**config.mk**
```make
export PLATFORM = sky130hd
export DESIGN_NAME = ram_view_ctrl
export DESIGN_NICKNAME = d
export VERILOG_FILES = /design/src/rtl/ram_view_ctrl.sv
export SDC_FILE = /design/constraint.sdc
export NUM_CORES = 1
export LEC_CHECK = 0
export BUFFER_PORTS_ARGS = -buffer_cell sky130_fd_sc_hd__buf_2
export CORE_ASPECT_RATIO = 1.5
export CORE_UTILIZATION = 45
export CTS_CLUSTER_SIZE = 28
export DETAILED_ROUTE_END_ITERATION = 10
export GPL_TIMING_DRIVEN = 0
export PLACE_DENSITY = 0.73
export SYNTH_ARGS = -nofsm -noshare
export SYNTH_HDL_FRONTEND = slang
export SYNTH_SLANG_ARGS = --single-unit
export TNS_END_PERCENT = 5
```
**constraint.sdc**
```tcl
create_clock -name clk -period 2.71 [get_ports clk]
set_input_delay 0.271 -clock clk [delete_from_list [all_inputs] [get_ports clk]]
set_output_delay 0.271 -clock clk [all_outputs]
set_load 0.03 [all_outputs]
```
**src/rtl/ram_view_ctrl.sv**
```systemverilog
// Lab5 RAM-viewer sequencer: debounced step/select buttons, auto-scan timer,
// and a read FSM that latches one RAM word per advance for the byte mux.

module ram_view_db #(
    parameter int DB_COUNT = 20
) (
    input  logic clk,
    input  logic reset,
    input  logic raw,
    output logic level
);
    localparam int CW = (DB_COUNT > 1) ? $clog2(DB_COUNT) : 1;

    logic [CW-1:0] cnt;

    // A level change is accepted only after DB_COUNT consecutive differing samples.
    always_ff @(posedge clk) begin
        if (reset) begin
            level <= 1'b0;
            cnt   <= '0;
        end else if (raw == level) begin
            cnt <= '0;
        end else if (cnt == CW'(DB_COUNT - 1)) begin
            level <= ~level;
            cnt   <= '0;
        end else begin
            cnt <= cnt + CW'(1);
        end
    end
endmodule

module ram_view_ctrl #(
    parameter int ADDR_W   = 8,
    parameter int DB_COUNT = 20,
    parameter int SCAN_DIV = 50
) (
    input  logic              clk,
    input  logic              reset,
    input  logic              btn_step,
    input  logic              btn_sel,
    input  logic              auto_en,
    input  logic [15:0]       ram_dout,
    output logic [ADDR_W-1:0] ram_addr,
    output logic              ram_rd,
    output logic [7:0]        addr_byte,
    output logic [7:0]        data_byte,
    output logic [15:0]       data_q,
    output logic              mux_sel,
    output logic              done,
    output logic              busy,
    output logic [1:0]        fsm_state
);
    localparam int SW = $clog2(SCAN_DIV);

    typedef enum logic [1:0] {
        INIT    = 2'd0,
        IDLE    = 2'd1,
        READ    = 2'd2,
        CAPTURE = 2'd3
    } state_t;

    state_t        state;
    logic          step_lvl;
    logic          step_lvl_q;
    logic          step_pulse;
    logic [SW-1:0] scan_cnt;
    logic          scan_tick;
    logic          trigger;

    ram_view_db #(.DB_COUNT(DB_COUNT)) u_db_step (
        .clk   (clk),
        .reset (reset),
        .raw   (btn_step),
        .level (step_lvl)
    );

    ram_view_db #(.DB_COUNT(DB_COUNT)) u_db_sel (
        .clk   (clk),
        .reset (reset),
        .raw   (btn_sel),
        .level (mux_sel)
    );

    always_ff @(posedge clk) begin
        if (reset) begin
            step_lvl_q <= 1'b0;
        end else begin
            step_lvl_q <= step_lvl;
        end
    end

    assign step_pulse = step_lvl & ~step_lvl_q;

    always_ff @(posedge clk) begin
        if (reset || !auto_en || scan_tick) begin
            scan_cnt <= '0;
        end else begin
            scan_cnt <= scan_cnt + SW'(1);
        end
    end

    assign scan_tick = auto_en && (scan_cnt == SW'(SCAN_DIV - 1));
    assign trigger   = step_pulse | scan_tick;

    // RAM protocol: ram_rd is a one-cycle strobe with ram_addr stable; ram_dout
    // is valid in the following cycle (CAPTURE) and is sampled exactly once.
    // Triggers outside IDLE are dropped.
    always_ff @(posedge clk) begin
        if (reset) begin
            state    <= INIT;
            ram_addr <= '0;
            ram_rd   <= 1'b0;
            data_q   <= '0;
            done     <= 1'b0;
        end else begin
            ram_rd <= 1'b0;
            done   <= 1'b0;
            case (state)
                INIT: begin
                    ram_rd <= 1'b1;
                    state  <= READ;
                end
                IDLE: begin
                    if (trigger) begin
                        ram_addr <= ram_addr + ADDR_W'(1);
                        ram_rd   <= 1'b1;
                        state    <= READ;
                    end
                end
                READ: begin
                    state <= CAPTURE;
                end
                CAPTURE: begin
                    data_q <= ram_dout;
                    done   <= 1'b1;
                    state  <= IDLE;
                end
            endcase
        end
    end

    generate
        if (ADDR_W >= 8) begin : g_addr_trunc
            assign addr_byte = ram_addr[7:0];
        end else begin : g_addr_ext
            assign addr_byte = {{(8 - ADDR_W){1'b0}}, ram_addr};
        end
    endgenerate

    assign data_byte = data_q[15:8];
    // INIT reports busy as soon as reset is released, but never while reset is held.
    assign busy      = (state != IDLE) && !reset;
    assign fsm_state = state;
endmodule

```
* Word-level counts from Yosys, hierarchy flattened
Cells that the tools add are included.
** Word-level totals
- Register bits :: 47
- Input bits :: 21
- Output and inout bits :: 46
** Operators by class
- $add $sub $neg :: 4
- Equal/unequal tests :: 10
- Mux-type cells :: 5
- Bitwise logic cells :: 7
- Reductions and logical operators :: 12
** Operators by type and width (number)
- 5-bit by 1-bit adder with 5-bit output, second input constant :: 2
- 5-bit equality test, second input constant :: 2
- 8-bit by 1-bit adder with 8-bit output, second input constant :: 1
- 2-bit case mux with 4 select lines :: 1
- 6-bit by 1-bit adder with 6-bit output, second input constant :: 1
- 6-bit equality test, second input constant :: 1
- 2-bit AND reduction :: 3
- 3-bit OR reduction :: 2
- 1-bit inverter :: 5
- 2-bit equality test, second input constant :: 2
- 1-bit equality test :: 2
- 2-bit by 1-bit equality test with 1-bit output, second input constant :: 1
- 1-bit logical AND :: 2
- 1-bit zero test :: 2
- 2-bit zero test :: 1
- 1-bit logical OR :: 2
- 1-bit 2-to-1 mux :: 2
- 2-bit 2-to-1 mux :: 1
- 2-bit by 1-bit inequality test with 1-bit output, second input constant :: 1
- 2-bit inequality test, second input constant :: 1
- 1-bit case mux with 2 select lines :: 1
- 1-bit AND :: 1
- 1-bit OR :: 1

* Longest topological paths before layout
- Word-level depth :: 5
- Gate-level depth with buffers :: 7
- Gate-level depth less buffers :: 6

* Hierarchy
From an unflattened synthesis, not the netlist that was laid out.
** Second synthesis, totals
- Cell total of the unflattened synthesis :: 190
- Area, all modules :: 1945.6 sq um
** Modules (own cells, without submodules)
- ram_view_ctrl :: times used 1, cells each 136, area an instance 1407.6 sq um, seq. area each 700.7 sq um
- ram_view_db :: times used 2, cells each 27, area an instance 269.0 sq um, seq. area each 120.1 sq um

* Worst setup path before layout
No wires, ideal clock.
- Kind :: flip-flop to flip-flop
- From :: reg state[0], in the netlist fsm_state[0]
- To :: reg ram_addr[7], in the netlist addr_byte[7]
- Library setup time :: 70 ps
- Data arrival time :: 1513 ps
- Setup slack :: 1127 ps
- Stages on the path, launching flop included :: 5
- Clock period less this slack :: 1583 ps
- Cells stage by stage :: dfxtp_1 -> and4b_1 -> a22oi_2 -> or4_1 -> a21oi_1
** On the way
- Cells in the longest elaborated chain, start to end :: 2
** RTL lines
- start, declared :: RTL line 62 : state_t state;
- start signal, assigned :: RTL line 110 : state <= INIT;
- start signal, assigned :: RTL line 121 : state <= READ;
- start signal, assigned :: RTL line 127 : state <= READ;
- 2-bit by 1-bit equality test with 1-bit output :: RTL line 118 : case (state)
- 2-bit AND reduction (no line)
- end signal, assigned :: RTL line 125 : ram_addr <= ram_addr + ADDR_W'(1);
- end, declared :: RTL line 43 : output logic [ADDR_W-1:0] ram_addr,
Every way passes these cells.
A chain may end at the register's enable or synchronous reset.

* Final worst setup path
- From :: reg scan_cnt[0]
- To :: reg ram_addr[7], in the netlist addr_byte[7]
** On the way
- Cells in the longest elaborated chain, start to end :: 4
** RTL lines
- start, declared :: RTL line 66 : logic [SW-1:0] scan_cnt;
- start signal, assigned :: RTL line 98 : scan_cnt <= scan_cnt + SW'(1);
- 6-bit equality test :: RTL line 102 : assign scan_tick = auto_en && (scan_cnt == SW'(SCAN_DIV - 1));
- 1-bit logical AND :: RTL line 102
- 1-bit OR :: RTL line 103 : assign trigger = step_pulse | scan_tick;
- 2-bit AND reduction (no line)
Every way passes these cells.

==> metrics.json <==
{
  "outcome": {
    "run_status": "completed"
  },
  "logic_synthesis": {
    "ys_types": 31,
    "synth.yosys.seq_area_share": 0.506,
    "ys.warnings.count": 0,
    "ys_ff_latch": 47,
    "synthDominantCellAreaShare": 0.506,
    "synth_area_leaders": "dfxtp_1 (51%), a22o_1 (7.5%), buf_4 (7.3%)",
    "synth.avg_cell_area_um2": 10.2,
    "yosys_most_used_dff": "dfxtp_1",
    "netlist_area_um2": 1860,
    "synth.cells.most_frequent": "dfxtp_1 (47), nor2_1 (24), buf_4 (18)",
    "most_frequent_cell_after_synthesis": "dfxtp_1",
    "synth_edf_count": 0,
    "syn_nets": 208,
    "synth_async_sr_flop_share": 0,
    "cell_count_after_synthesis": 182,
    "synth_area_leader_cell": "dfxtp_1"
  },
  "die": {
    "initial_utilization": 0.470,
    "core.rowCount": 28,
    "floorplan.die_area_um2": 4400,
    "core-area_um2": 3960,
    "ios": 67,
    "die_h_um": 80.7,
    "die_x_um": 54.5
  },
  "placed_design": {
    "dpl_worst_slack_ps": 1090,
    "place.port_buffers": 65,
    "finalWeightedCongestion": 0.763,
    "placedCellCount": 292,
    "detailedPlacementHpwl_um": 2490
  },
  "grt": {
    "grt_antenna_before_repair": 0,
    "grtUsageTotal": 0.167,
    "grt_pass1_vias": 1321,
    "maximum_number_of_pins_on_one_net_before_global_route_repair": 15,
    "grt_pass1_wl_um": 5400,
    "remaining_global_route_overflow": 0
  },
  "sta": {
    "tightestPinTransition_ps": 485,
    "report.final.slew_viol_count": 0,
    "clock.fmax_ghz": 0.615,
    "finalCritPeriodShare": 0.600,
    "setup-tns-final_ps": 0,
    "rsz0062_at_grt": "no",
    "max_slew_margin": 0.675,
    "finalCriticalPeriod_ps": 1630,
    "fin_worst_skew_ps": 7.46,
    "finalWorstSetupSlack_ps": 1080,
    "final-hold-violation-count": 0,
    "setup-violations-final": 0
  },
  "power_and_ir_drop": {
    "total_power_w": 0.00145,
    "p_per_area_nw_per_um2": 610,
    "peakVddDrop_uv": 475,
    "leakage_nw": 1.13
  },
  "route": {
    "dr_total_vias": 1487,
    "route.detailed.drc": 0,
    "postRouteAntennaNets": 0,
    "finalWirelength_um": 3320,
    "number_of_drc_markers_after_the_initial_detailed_route_iteration": 5,
    "drtPass1Iterations": 4,
    "routed_via_density": 4.96,
    "route.detailed.wl_per_inst_um": 11.1
  },
  "min_path": {
    "hp-start": "ram_dout[15]",
    "hold_path_depth": 2,
    "min-delay-path-class": "in -> reg"
  },
  "finish": {
    "finalNonFillerCells": 300,
    "layout-area-overhead-vs-synth_pct": 27.7,
    "flip_flop_and_latch_area_um2": 941,
    "layout_cells_sized_above_1": 0.392,
    "n_antenna_cell": 0,
    "layout.core_utilization": 0.600,
    "footprint_of_the_multi_input_gates_um2": 746,
    "nets": 280,
    "num-fill-cells": 370
  },
  "critical_path": {
    "crit_start": "scan_cnt[0]$_SDFF_PP0_",
    "worstSetupStartpointType": "register",
    "path_max_fanout": 5,
    "r2r-start": "scan_cnt[0]$_SDFF_PP0_",
    "cpPeakStageDelay_ps": 510,
    "cp_cell_sequence": "ha_1, and4b_1, a22oi_2, or4_1, a21oi_1",
    "setup.worst_path.end": "addr_byte[7]$_SDFFE_PP0P_",
    "timing.critical_path.slowest_stage_cell": "or4_1",
    "worstRegToRegCells": 5,
    "critPathCaptureType": "register",
    "crit_required_ps": 2940,
    "arrival_ps": 1860,
    "ff2ff_setup_slack_ps": 1080,
    "setup.worst_path.class": "reg -> reg",
    "rr_endpoint": "addr_byte[7]$_SDFFE_PP0P_"
  },
  "clocking": {
    "cts_tree": "yes",
    "insertion_delay_ps": 290,
    "cts_num_sinks": 47,
    "cts_setup_buffers": 0,
    "postCtsHoldBufs": 0,
    "clk_path_buf_depth": 2,
    "clock_pin_slew_reported_for_the_worst_setup_and_hold_paths_after_clock_tree_synthesis_ps": 80,
    "cts_resized": 0,
    "cts-root-buf": "clkbuf_8",
    "cts-htree-levels": 2,
    "cts_made_buffers": 5
  },
  "job": {
    "max-cap-violations": 0
  }
}
-- where the power goes --
group | leakage, nW | switching, W | total [W] | internal (W)
Sequential | 0.381 | 0.0000151 | 0.000725 | 0.000710
Combinational | 0.684 | 0.0000823 | 0.000132 | 0.0000500
Clock | 0.0654 | 0.000222 | 0.000590 | 0.000368
Total | 1.13 | 0.000319 | 0.00145 | 0.00113
-- critical path: cells and delay by family (launching register included) --
| family | cells | cell delay [ps] |
|---|---|---|
| adder cells (fa/ha/maj) | 1 | 210 |
| AND/OR/NAND/NOR | 2 | 740 |
| flip-flops | 1 | 390 |
| AO/OA/AOI/OAI | 2 | 240 |
-- metal layers --
layer,global-route usage,part of all wire,up-vias
met4,0.0692,0.016,0
met1,0.188,0.45,672
met5,0,0,-
li1,-,-,756
met2,0.283,0.48,51
met3,0.0455,0.056,8
-- how the worst min path moves through the flow --
stage	slack, ps	end
after detailed placement	440	u_db_sel.cnt[0]$_SDFF_PP0_
after global placement	430	u_db_step.cnt[0]$_SDFF_PP0_
after CTS	170	data_q[15]$_SDFFE_PP0P_
final	180	data_q[15]$_SDFFE_PP0P_
after floorplan	400	data_q[0]$_SDFFE_PP0P_
after global routing	170	data_q[8]$_SDFFE_PP0P_
-- per-stage QoR --
stage	area, µm²	hold WS (ps)
floorplan	1860	397
global placement	2240	431
detailed placement	2240	439
CTS	2370	173
global route	2370	166
finish	2370	181
-- cells in the final DEF, fill, tap and decap left out, types with 6 or more instances in the layout --
master   netlist  final
dfxtp_1       47     47
buf_2          0     65
xnor2_1        6      6
nand3_1        7      7
xor2_1         7      7
buf_4         18     18
nor2_1        24     24
a21oi_1        7      7
a22o_1        16     16
-- kinds of logic (layout without fill, tap and decap cells) --
kind of cell / count (synthesis) / in the layout / share of synthesized area
adders and majority gates: 5 / 5 / 0.0336
buffers and inverters: 26 / 99 / 0.0929
DFF: 47 / 47 / 0.506
muxes: 3 / 3 / 0.0162
AOI/OAI and AO/OA: 34 / 34 / 0.136
and+or+nand+nor: 54 / 54 / 0.154
xor gates and xnor gates: 13 / 13 / 0.0612
-- final cells by class --
| cell class | count | share of cell area |
|---|---|---|
| plain buffers | 21 | 0.0648 |
| repair buffers | 65 | 0.137 |
| clock buffers | 6 | 0.0306 |
| flip-flops and latches | 47 | 0.396 |
| inverters | 5 | 0.00791 |
| clock inverters | 2 | 0.0253 |
| well taps | 45 | 0.0237 |
| multi-input cells | 109 | 0.314 |
-- state kept, by name (all words and copies together), names as in the netlist, 2 cells and up --
register / flops
addr_byte: 8
u_db_sel.cnt: 5
data_q: 16
scan_cnt: 6
fsm_state: 2
u_db_step.cnt: 5
Power figures use the tool's default switching activity.
